`src/rtl/eth_mgmt_pkg.sv`:
```
// Shared types and constants for the clause-22 MDIO management responder.
package eth_mgmt_pkg;

    localparam int PHYAD_W = 5;
    localparam int REGAD_W = 5;
    localparam int DATA_W  = 16;

    localparam logic [1:0] OP_READ  = 2'b10;
    localparam logic [1:0] OP_WRITE = 2'b01;

    typedef enum logic [2:0] {HUNT, ST1, OP, PHYAD, REGAD, TA, DATA} mdio_state_e;

    function automatic logic [7:0] sat_inc8(input logic [7:0] v);
        return (v == 8'hFF) ? v : v + 8'd1;
    endfunction

endpackage

```
`src/rtl/mdio_sync.sv`:
```
// Brings MDC/MDIO into the CLK200 domain and flags each MDC rising edge.
module mdio_sync (
    input  logic CLK200,
    input  logic RST,
    input  logic MDC,
    input  logic MDIO_IN,
    output logic mdc_rise,
    output logic mdio_s
);

    logic mdc_meta_q, mdc_s_q, mdc_prev_q;
    logic mdio_meta_q, mdio_s_q;

    always_ff @(posedge CLK200 or negedge RST) begin
        if (!RST) begin
            mdc_meta_q  <= 1'b0;
            mdc_s_q     <= 1'b0;
            mdc_prev_q  <= 1'b0;
            mdio_meta_q <= 1'b1;
            mdio_s_q    <= 1'b1;
        end else begin
            mdc_meta_q  <= MDC;
            mdc_s_q     <= mdc_meta_q;
            mdc_prev_q  <= mdc_s_q;
            mdio_meta_q <= MDIO_IN;
            mdio_s_q    <= mdio_meta_q;
        end
    end

    // MDIO runs through the same depth as MDC, so it is sampled with the pin-level setup intact
    assign mdc_rise = mdc_s_q & ~mdc_prev_q;
    assign mdio_s   = mdio_s_q;

endmodule

```
`src/rtl/mdio_responder.sv`:
```
// PHY-side clause-22 MDIO responder: frame decode on MDC rises, read drive, and
// strobe interface to an external 32x16 register bank.
module mdio_responder
    import eth_mgmt_pkg::*;
#(
    parameter logic [4:0] PHY_ADDR = 5'd1,
    parameter int         PRE_LEN  = 32,
    parameter int         MIN_HALF = 3
) (
    input  logic        CLK200,
    input  logic        RST,
    input  logic        MDC,
    input  logic        MDIO_IN,
    output logic        MDIO_OUT,
    output logic        MDIO_OE,
    output logic [4:0]  REG_ADDR,
    output logic        REG_RD,
    input  logic [15:0] REG_RDATA,
    output logic        REG_WE,
    output logic [15:0] REG_WDATA,
    output logic [15:0] FRM_CNT,
    output logic [7:0]  ERR_CNT
);

    localparam int PRE_W = $clog2(PRE_LEN + 1);

    // Read data is captured two cycles after the last REGAD rise; narrower MDC phases race it
    if (MIN_HALF < 2) begin : g_min_half_chk
        $error("MIN_HALF below 2 cannot hold the read-data capture window");
    end

    logic rise, sdi;

    mdio_sync u_sync (
        .CLK200   (CLK200),
        .RST      (RST),
        .MDC      (MDC),
        .MDIO_IN  (MDIO_IN),
        .mdc_rise (rise),
        .mdio_s   (sdi)
    );

    mdio_state_e        state_q, state_d;
    logic [PRE_W-1:0]   pre_q, pre_d;
    logic [4:0]         cnt_q, cnt_d;
    logic [1:0]         op_q, op_d;
    logic [PHYAD_W-1:0] phy_q, phy_d;
    logic [REGAD_W-1:0] regad_q, regad_d;
    logic               match_q, match_d;
    logic               ta_q, ta_d;
    logic [DATA_W-1:0]  sh_q, sh_d;
    logic               cap_q, cap_d;
    logic               oe_q, oe_d, out_q, out_d, rd_q, rd_d, we_q, we_d;
    logic [4:0]         addr_q, addr_d;
    logic [15:0]        wdata_q, wdata_d, frm_q, frm_d;
    logic [7:0]         err_q, err_d;

    logic [1:0] op_full;
    logic       op_ok, is_read, phy_hit, ta_ok, pre_full, data_last;

    assign op_full   = {op_q[0], sdi};
    assign op_ok     = (op_full == OP_READ) || (op_full == OP_WRITE);
    assign is_read   = (op_q == OP_READ);
    assign phy_hit   = (phy_q == PHY_ADDR);
    assign ta_ok     = ta_q & ~sdi;
    assign pre_full  = (pre_q == PRE_W'(PRE_LEN));
    // Reads spend one extra rise in DATA to release the pad after D0
    assign data_last = is_read ? (cnt_q == 5'd16) : (cnt_q == 5'd15);

    always_ff @(posedge CLK200 or negedge RST) begin
        if (!RST) begin
            state_q <= HUNT;
            pre_q   <= '0;
            cnt_q   <= '0;
            op_q    <= '0;
            phy_q   <= '0;
            regad_q <= '0;
            match_q <= 1'b0;
            ta_q    <= 1'b0;
            sh_q    <= '0;
            cap_q   <= 1'b0;
            oe_q    <= 1'b0;
            out_q   <= 1'b1;
            rd_q    <= 1'b0;
            we_q    <= 1'b0;
            addr_q  <= '0;
            wdata_q <= '0;
            frm_q   <= '0;
            err_q   <= '0;
        end else begin
            state_q <= state_d;
            pre_q   <= pre_d;
            cnt_q   <= cnt_d;
            op_q    <= op_d;
            phy_q   <= phy_d;
            regad_q <= regad_d;
            match_q <= match_d;
            ta_q    <= ta_d;
            sh_q    <= sh_d;
            cap_q   <= cap_d;
            oe_q    <= oe_d;
            out_q   <= out_d;
            rd_q    <= rd_d;
            we_q    <= we_d;
            addr_q  <= addr_d;
            wdata_q <= wdata_d;
            frm_q   <= frm_d;
            err_q   <= err_d;
        end
    end

    always_comb begin
        state_d = state_q;
        if (rise) begin
            case (state_q)
                HUNT:    if (!sdi && pre_full) state_d = ST1;
                ST1:     state_d = sdi ? OP : HUNT;
                OP:      if (cnt_q == 5'd1) state_d = op_ok ? PHYAD : HUNT;
                PHYAD:   if (cnt_q == 5'd4) state_d = REGAD;
                REGAD:   if (cnt_q == 5'd4) state_d = TA;
                TA:      if (cnt_q == 5'd1) state_d = (is_read || ta_ok) ? DATA : HUNT;
                DATA:    if (data_last) state_d = HUNT;
                default: state_d = HUNT;
            endcase
        end
    end

    always_comb begin
        pre_d   = pre_q;
        cnt_d   = cnt_q;
        op_d    = op_q;
        phy_d   = phy_q;
        regad_d = regad_q;
        match_d = match_q;
        ta_d    = ta_q;
        sh_d    = cap_q ? REG_RDATA : sh_q;
        cap_d   = rd_q;
        oe_d    = oe_q;
        out_d   = out_q;
        rd_d    = 1'b0;
        we_d    = 1'b0;
        addr_d  = addr_q;
        wdata_d = wdata_q;
        frm_d   = frm_q;
        err_d   = err_q;
        if (rise) begin
            cnt_d = (state_d != state_q || state_q == HUNT) ? 5'd0 : cnt_q + 5'd1;
            case (state_q)
                HUNT: begin
                    if (!sdi)          pre_d = '0;
                    else if (!pre_full) pre_d = pre_q + 1'b1;
                    if (!sdi && pre_full) pre_d = '0;
                end
                OP: begin
                    op_d = op_full;
                    if (cnt_q == 5'd1 && !op_ok) err_d = sat_inc8(err_q);
                end
                PHYAD: phy_d = {phy_q[PHYAD_W-2:0], sdi};
                REGAD: begin
                    regad_d = {regad_q[REGAD_W-2:0], sdi};
                    if (cnt_q == 5'd4) begin
                        match_d = phy_hit;
                        if (is_read && phy_hit) begin
                            addr_d = {regad_q[REGAD_W-2:0], sdi};
                            rd_d   = 1'b1;
                        end
                    end
                end
                TA: begin
                    if (cnt_q == 5'd0) begin
                        ta_d = sdi;
                    end else if (is_read) begin
                        if (match_q) begin
                            oe_d  = 1'b1;
                            out_d = 1'b0;
                        end
                    end else if (!ta_ok && match_q) begin
                        err_d = sat_inc8(err_q);
                    end
                end
                DATA: begin
                    if (is_read) begin
                        if (cnt_q == 5'd16) begin
                            oe_d  = 1'b0;
                            out_d = 1'b1;
                            if (match_q) frm_d = frm_q + 16'd1;
                        end else if (match_q) begin
                            out_d = sh_q[DATA_W-1];
                            sh_d  = {sh_q[DATA_W-2:0], 1'b0};
                        end
                    end else begin
                        sh_d = {sh_q[DATA_W-2:0], sdi};
                        if (cnt_q == 5'd15 && match_q) begin
                            we_d    = 1'b1;
                            addr_d  = regad_q;
                            wdata_d = {sh_q[DATA_W-2:0], sdi};
                            frm_d   = frm_q + 16'd1;
                        end
                    end
                end
                default: ;
            endcase
        end
    end

    assign MDIO_OUT  = out_q;
    assign MDIO_OE   = oe_q;
    assign REG_ADDR  = addr_q;
    assign REG_RD    = rd_q;
    assign REG_WE    = we_q;
    assign REG_WDATA = wdata_q;
    assign FRM_CNT   = frm_q;
    assign ERR_CNT   = err_q;

endmodule

```
`config.mk`:
```
export PLATFORM = sky130hd
export DESIGN_NAME = mdio_responder
export DESIGN_NICKNAME = d
export VERILOG_FILES = /design/src/rtl/eth_mgmt_pkg.sv /design/src/rtl/mdio_sync.sv /design/src/rtl/mdio_responder.sv
export SDC_FILE = /design/constraint.sdc
export NUM_CORES = 1
export LEC_CHECK = 0
export CAP_MARGIN = 30
export CORE_UTILIZATION = 60
export CTS_BUF_LIST = sky130_fd_sc_hd__clkbuf_16
export CTS_CLUSTER_SIZE = 10
export DETAILED_ROUTE_END_ITERATION = 10
export DONT_BUFFER_PORTS = 1
export GPL_ROUTABILITY_DRIVEN = 0
export PLACE_DENSITY = 0.81
export SLEW_MARGIN = 15
export SYNTH_ARGS = -nofsm -noshare
export SYNTH_HDL_FRONTEND = slang
export SYNTH_SLANG_ARGS = --single-unit
```
`constraint.sdc`:
```
create_clock -name CLK200 -period 3.1 [get_ports CLK200]
set_input_delay 0.465 -clock CLK200 [delete_from_list [all_inputs] [get_ports CLK200]]
set_output_delay 0.465 -clock CLK200 [all_outputs]
set_load 0.05 [all_outputs]
```
## Word-level counts from Yosys, hierarchy flattened

Index checks and enable logic that the tools add are counted.

- Add/subtract/negate cells: 4
- Equality and inequality tests: 33
- Mux-type cells: 58
- Bitwise operators: 5
- Reductions and logical operators: 29

Operator list:

| kind | count |
|---|---|
| $mux W16 | 10 |
| $mux W8 | 5 |
| $ne A2 B2 Y1 const B | 13 |
| $mux W5 | 5 |
| $mux W3 | 8 |
| $pmux W3 S7 | 1 |
| $mux W1 | 20 |
| $mux W6 | 3 |
| $add A16 B1 Y16 const B | 1 |
| $pmux W8 S2 | 1 |
| $reduce_and A7 Y1 | 2 |
| $reduce_and A6 Y1 | 2 |
| $eq A5 B1 Y1 const B | 2 |
| $pmux W5 S2 | 1 |
| $eq A3 B3 Y1 const B | 3 |
| $reduce_and A3 Y1 | 3 |
| $add A8 B1 Y8 const B | 1 |
| $eq A8 B8 Y1 const B | 1 |
| $reduce_bool A2 Y1 | 4 |
| $add A6 B1 Y6 const B | 1 |
| $eq A3 B2 Y1 const B | 2 |
| $eq A6 B6 Y1 const B | 1 |
| $ne A3 B3 Y1 const B | 2 |
| $reduce_and A2 Y1 | 3 |
| 20 further kinds | 34 |

- Register bits after elaboration: 99
- Input port bits: 20

## Depth between registers and ports, before layout

Gate-level depths: netlist of the first run.

- Word-level depth: 10
- Depth in mapped cells: 9

## Cells and area by module

Synthesis of the first run repeated with hierarchy kept, for this count alone.

- Cells, all modules: 460
- Area total of the unflattened synthesis: 4687.0 um2

Modules (own cells, without submodules):

| module | instances | cells an instance | area an instance (um2) |
|---|---|---|---|
| mdio_responder | 1 | 454 | 4545.6 |
| mdio_sync | 1 | 6 | 141.4 |

## Worst setup path before layout of the first run

OpenSTA, ideal clock, no wires.

- Kind: register -> register
- Start point: reg cnt_q[0]
- End point: reg cnt_q[1]
- Library setup time: 0.092 ns
- Arrival: 2.129 ns
- Required time: 3.008 ns
- Setup slack: 0.878 ns
- Cell stages (with the launch flop): 10
- Buffers on the path: 0
- Period minus slack after synthesis: 2.222 ns
- Cells stage by stage: dfrtp_1 > ha_1 > inv_1 > nor3_1 > ha_1 > mux2_2 > a31o_1 > a2111oi_4 > nand3_2 > o31ai_2

- Word-level cells in the longest chain between the ends: 8
- Elaborated cells on any way between the ends: 16

Ends and longest elaborated chain:

| item | RTL line | text |
|---|---|---|
| from (decl) | mdio_responder.sv:45 | `logic [4:0] cnt_q, cnt_d;` |
| from (signal assigned) | mdio_responder.sv:93 | `cnt_q <= cnt_d;` |
| $eq A5 B4 Y1 / $eq A5 B5 Y1 (equally long branches) | mdio_responder.sv:68 | `assign data_last = is_read ? (cnt_q == 5'd16) : (cnt_q == 5'd15);` |
| $mux W1 | mdio_responder.sv:68 |  |
| $mux W3 | mdio_responder.sv:122 | `DATA: if (data_last) state_d = HUNT;` |
| $pmux W3 S7 | mdio_responder.sv:115 | `case (state_q)` |
| $mux W3 | mdio_responder.sv:114 | `if (rise) begin` |
| $ne A3 B3 Y1 | mdio_responder.sv:147 | `cnt_d = (state_d != state_q \|\| state_q == HUNT) ? 5'd0 : cnt_q + 5'd1;` |
| $logic_or A1 B1 Y1 | mdio_responder.sv:147 |  |
| $mux W5 * | mdio_responder.sv:147 |  |

Mark *: on every way between the ends. The rest lies on a longest branch, timed or not.
A chain may end at the register's enable or synchronous reset.

## Worst setup path after layout of the first run

- Start point: reg cnt_q[0]
- End point: reg cnt_q[2]

Same word-level chain as after synthesis.

==> results of run 1 <==
cell type report:
type,count,area (sq um),area share
repair buffers,7,72.6,0.0138
clock buffers,9,225,0.0428
clock inverters,6,66.3,0.0126
flip-flops and latches,99,2480,0.472
multi-input cells,307,2240,0.425
inverters,14,52.6,0.00999
well taps,102,128,0.0243
cells in the final DEF, fill, tap and decap left out, drive strengths merged, types with 11 or more instances in the layout:
| master | count |
|---|---|
| dfrtp | 96 |
| inv | 16 |
| mux2 | 33 |
| mux2i | 17 |
| nand2 | 54 |
| nand3 | 19 |
| nand4 | 11 |
| nor2 | 25 |
| o21ai | 28 |
| xnor2 | 13 |
| xor2 | 12 |
worst reg2reg max path: stages, from the launching register on:
cell      delay (ns)
dfrtp_1         0.41
ha_1            0.23
inv_1           0.08
nor3_1          0.05
ha_1            0.23
mux2i_2         0.36
a21boi_0        0.23
o221ai_1        0.36
nand3_2         0.21
o22ai_1         0.25
worst max path at each step:
stage                               from                      to  depth (start not counted)
finish              cnt_q[0]$_DFFE_PN0P_    cnt_q[2]$_DFFE_PN0P_                          9
global route        cnt_q[0]$_DFFE_PN0P_    cnt_q[2]$_DFFE_PN0P_                          9
CTS                 cnt_q[1]$_DFFE_PN0P_  ERR_CNT[5]$_DFFE_PN0P_                          8
detailed placement  cnt_q[1]$_DFFE_PN0P_  ERR_CNT[5]$_DFFE_PN0P_                          8
global placement    cnt_q[1]$_DFFE_PN0P_  ERR_CNT[5]$_DFFE_PN0P_                          8
floorplan           cnt_q[0]$_DFFE_PN0P_    cnt_q[1]$_DFFE_PN0P_                          9
flip-flops by register name (all words and copies together) (netlist names), 2 cells and up:
| signal | count |
|---|---|
| FRM_CNT | 16 |
| REG_WDATA | 16 |
| sh_q | 16 |
| ERR_CNT | 8 |
| pre_q | 6 |
| REG_ADDR | 5 |
| cnt_q | 5 |
| phy_q | 5 |
| regad_q | 5 |
| state_q | 3 |
| op_q | 2 |
logic make-up (layout without fill, tap and decap cells):
family / count (synthesis) / count (layout)
compound gates: 69 / 69
xor+xnor: 25 / 25
fa+ha+maj: 8 / 8
buf+inv: 31 / 36
flops: 99 / 99
mux: 50 / 50
simple gates: 155 / 155
per-layer routing:
layer  track usage  vias to the layer above  wire length, um
li1              -                     1562                -
met1         0.317                     1604             4220
met2         0.356                      102             4360
met3        0.0605                       14              567
met4        0.0911                        0              155
met5             0                        -                0
metrics by stage:
stage	power [W]	cell area, sq um
6_report	0.00249	5260
5_1_grt	0.00257	5260
4_1_cts	0.00250	5260
3_5_place_dp	0.00139	4940
3_3_place_gp	0.00139	4940
2_1_floorplan	0.00137	4840
power by group:
part	switching [W]	internal, W	total [W]
Sequential	0.0000130	0.00131	0.00132
Clock	0.000474	0.000622	0.00110
Combinational	0.0000515	0.0000207	0.0000722
Total	0.000539	0.00195	0.00249
==> results.py, run 1 <==
metrics = {
    "run_status": {
        "status": "completed",
    },
    "die": {
        "ios": 69,
        "die_area_sq_um": 8430,
        "core_sq_um": 7770,
        "die_width_um": 91.8,
        "row_count": 32,
        "initial_core_util": 0.623,
        "dieHeight_um": 91.8,
    },
    "pwr": {
        "irDropWorstVdd_uv": 292,
        "p_leak_nw": 2.20,
        "power.density_nw_per_um2": 473,
    },
    "logic_synthesis": {
        "syn_area_sq_um": 4840,
        "synth_top_area_frac": 0.497,
        "synth_xor_area_frac": 0.0453,
        "synth_top_family_by_area": "simple AND/OR/NAND/NOR gates",
        "synth.distinct_cells": 60,
        "synth-simple-area-share": 0.175,
        "synth-seq-cells": 99,
        "yosys-top-cells-count": "dfrtp_1 (96), nand2_1 (54), mux2_2 (33)",
        "synthTopCellsByArea": "dfrtp_1 (50%), mux2_2 (7.7%), nand2_1 (4.2%)",
        "synth_edf_count": 0,
        "ys_seq_area_frac": 0.513,
        "synthAdderAreaFrac": 0.0207,
        "synthMuxAreaShare": 0.113,
        "synthArstFlopShare": 1.00,
        "syn_inst": 437,
        "yosysMostFrequentCell": "dfrtp_1",
        "synth_ff_type": "dfrtp_1",
        "yosysTopAreaCell": "dfrtp_1",
        "avgSynthCellArea_sq_um": 11.1,
        "syn_nets": 465,
        "synth_compound_area_frac": 0.107,
        "synth_warnings": 0,
    },
    "timing": {
        "worstMarginPinSlew_ns": 0.823,
        "fin_crit_sh": 0.808,
        "fmax_mhz": 399,
        "rsz0062_at_grt": "no",
        "slew_headroom": 0.447,
        "skew_ns": 0.0108,
        "finalSetupTns_ns": 0,
        "final-setup-viol-count": 0,
        "fin_crit_ns": 2.51,
        "worst_hold_slack_ns": 0.0534,
        "setup_ws_ns": 0.595,
        "hold_viol_final": 0,
        "slew_violations": 0,
    },
    "drt": {
        "wire_per_inst_um": 17.1,
        "drtIter0Drc": 320,
        "vias": 3282,
        "drc": 0,
        "first_pass_iters": 4,
        "viasPerCell": 6.03,
        "antenna_left": 0,
        "wirelength_um": 9300,
    },
    "placement": {
        "dp.cells": 528,
        "dp_hpwl_um": 6200,
        "port_buffers": 0,
        "place_ws_ns": 0.629,
    },
    "worst_setup_path": {
        "critPathMaxFanout": 7,
        "regToRegStartpoint": "cnt_q[0]$_DFFE_PN0P_",
        "cp-end-kind": "register",
        "path_cells": "ha_1 -> inv_1 -> nor3_1 -> ha_1 -> mux2i_2 -> a21boi_0 -> o221ai_1 -> nand3_2 -> o22ai_1",
        "critPathMaxStageDelay_ns": 0.41,
        "worstPathArrival_ns": 2.75,
        "cp_top_family": "compound AO/OA/AOI/OAI gates",
        "reg2reg_depth": 9,
        "cp.required_ns": 3.35,
        "crit_slowest_cell": "dfrtp_1",
        "worst_path_most_repeated_cell": "ha_1",
        "critPathKind": "reg -> reg",
        "critPathBufInv": 1,
        "r2r_setup_slack_ns": 0.59,
        "r2r-end": "cnt_q[2]$_DFFE_PN0P_",
        "start_kind": "register",
    },
    "clock_network": {
        "cts.repair.resized": 0,
        "tritoncts": "built",
        "cts_buffers": 9,
        "cts_hold_buffers": 1,
        "clk_path_buf_depth": 2,
        "cts.clk_slew.worst_paths_ns": 0.07,
        "clock-sinks": 99,
        "post-cts-setup-buffer-count": 0,
        "clk_latency_ns": 0.34,
        "cts_root_buf": "clkbuf_16",
        "htreeDepth": 3,
    },
    "global_route": {
        "antenna_found_initial": 0,
        "grt_pass1_vias": 3191,
        "gr-total-overflow": 0,
        "grt_pass1_wl_um": 15500,
        "grt_max_degree": 100,
        "grt_usage": 0.232,
    },
    "layout": {
        "layout-area-overhead-vs-synth_pct": 8.77,
        "antenna_cells": 0,
        "drive_gt1_frac": 0.183,
        "fin_util": 0.677,
        "nets": 466,
        "fillerInstances": 565,
        "final_cell_count_no_fill": 544,
    },
    "min_path": {
        "min_path_type": "in -> async",
    },
    "flow_run": {
        "cap_violations": 0,
    },
}
No activity file was read; power rests on OpenSTA's default activity.
==> run 2: changes to the inputs <==
==> constraint.sdc (replaced) <==
create_clock -name CLK200 -period 2.6 [get_ports CLK200]
set_input_delay 0.39 -clock CLK200 [delete_from_list [all_inputs] [get_ports CLK200]]
set_output_delay 0.39 -clock CLK200 [all_outputs]
set_load 0.05 [all_outputs]
==> results.py, run 2 (same netlist as run 1, synthesis figures left out) <==
metrics = {
    "layout": {
        "drive_gt1_frac": 0.220,
        "layout_common_cells": "dfrtp_1 (96), nand2_1 (54), mux2_2 (33)",
        "fillerInstances": 553,
        "multi_input_area_sq_um": 2250,
        "antenna_cells": 0,
        "final-seq-area_sq_um": 2480,
        "layout-area-overhead-vs-synth_pct": 11.7,
        "final_common_cell": "dfrtp_1",
        "nets": 483,
        "stdcell_area_sq_um": 5410,
    },
    "die": {
        "row_count": 32,
        "ios": 69,
        "die_width_um": 91.8,
        "core_sq_um": 7770,
        "die_area_sq_um": 8430,
        "initial_core_util": 0.623,
        "dieHeight_um": 91.8,
    },
    "clock_network": {
        "cts_root_buf": "clkbuf_16",
        "clock-sinks": 99,
        "cts_buffers": 9,
        "tritoncts": "built",
        "htreeDepth": 3,
        "clk_path_buf_depth": 2,
        "post-cts-setup-buffer-count": 0,
        "clk_latency_ns": 0.35,
        "cts.clk_slew.worst_paths_ns": 0.08,
    },
    "worst_setup_path": {
        "critPathKind": "reg -> reg",
        "worstPathArrival_ns": 2.66,
        "cp-end-kind": "register",
        "cp.required_ns": 2.82,
        "start_kind": "register",
        "critPathMaxFanout": 5,
    },
    "placement": {
        "dp_hpwl_um": 6750,
        "postPlaceCellArea_sq_um": 5080,
        "port_buffers": 0,
    },
    "timing": {
        "worstMarginPinSlew_ns": 0.907,
        "fin_crit_sh": 0.936,
        "hold_viol_final": 99,
        "final-setup-viol-count": 0,
        "slew_violations": 0,
        "skew_ns": 0.0120,
        "worst_hold_slack_ns": -0.274,
        "fin_crit_ns": 2.43,
        "rsz0062_at_grt": "yes",
        "slew_headroom": 0.396,
        "fmax_mhz": 411,
    },
    "pwr": {
        "p_leak_nw": 2.30,
        "irDropWorstVdd_uv": 375,
        "power.density_nw_per_um2": 560,
    },
    "min_path": {
        "min_path_type": "in -> async",
    },
    "drt": {
        "wirelength_um": 9910,
        "drtIter0Drc": 389,
        "viasPerCell": 6.04,
        "drc": 0,
        "antenna_left": 0,
        "wire_per_inst_um": 17.6,
        "first_pass_iters": 4,
        "vias": 3393,
    },
    "global_route": {
        "antenna_found_initial": 0,
        "grt_pass1_wl_um": 16600,
        "gr-total-overflow": 0,
        "grt_pass1_vias": 3387,
        "grt_max_degree": 100,
        "grt_usage": 0.255,
    },
    "flow_run": {
        "cap_violations": 0,
    },
    "run_status": {
        "violations": "negative hold slack",
        "status": "complete, but fails checks",
    },
}
-- run 2: timing repair --
item,in CTS,in global routing
gates resized for setup,0,2
setup endpoints to repair,0,7
endpoints found under the hold margin,99,99
-- run 2: worst max-delay path, cell delays in order (launching register included) --
cell	delay [ns]
dfrtp_1	0.40
inv_1	0.12
ha_1	0.20
or4b_1	0.50
or4_4	0.55
a21oi_4	0.17
a2111oi_4	0.08
nand3_2	0.17
o221ai_2	0.12
-- run 2: per-layer routing --
layer,part of all wire,GRT usage,vias to the layer above
met5,0,0,-
met1,0.41,0.325,1650
met2,0.49,0.415,119
met4,0.027,0.118,0
li1,-,-,1602
met3,0.069,0.0597,22
-- run 2: report_power, final --
group	leakage (nW)	switching, W	internal [W]	total (W)
clock	0.152	0.000626	0.000773	0.00140
combinational	0.871	0.0000366	0.0000205	0.0000571
sequential	1.28	0.0000146	0.00156	0.00157
-- run 2: path summary, 6_finish.rpt --
path                       cells after the start                          from  slack [ns]                            to
max                                            8          cnt_q[1]$_DFFE_PN0P_        0.17          cnt_q[3]$_DFFE_PN0P_
min in group CLK200                            0                       MDIO_IN        0.03  u_sync.mdio_meta_q$_DFF_PN1_
min                                            0                           RST       -0.27             sh_q[7]$_DFF_PN0_
max in group asynchronous                      0                           RST        2.66       u_sync.mdio_s$_DFF_PN1_
max reg2reg                                    8          cnt_q[1]$_DFFE_PN0P_        0.17          cnt_q[3]$_DFFE_PN0P_
min reg2reg                                    0  u_sync.mdio_meta_q$_DFF_PN1_        0.36       u_sync.mdio_s$_DFF_PN1_
-- run 2: final cells by class --
type,instances,area share
clock buffer,9,0.0417
multi-input combinational,307,0.416
tap,102,0.0236
timing repair buffer,24,0.0333
sequential,99,0.459
inverter,14,0.00972
clock inverter,7,0.0164
-- run 2: per-stage QoR --
step / std cells / TNS, ns / util / power, W / worst slack [ns]
6_report: 562 / 0 / 0.696 / 0.00303 / 0.167
2_1_floorplan: 437 / 0 / - / 0.00164 / 0.378
4_1_cts: 562 / 0 / 0.694 / 0.00305 / 0.143
5_1_grt: 562 / -0.0322 / 0.696 / 0.00312 / -0.0208
3_5_place_dp: 546 / 0 / 0.654 / 0.00166 / 0.135
3_3_place_gp: 546 / 0 / 0.654 / 0.00165 / 0.272
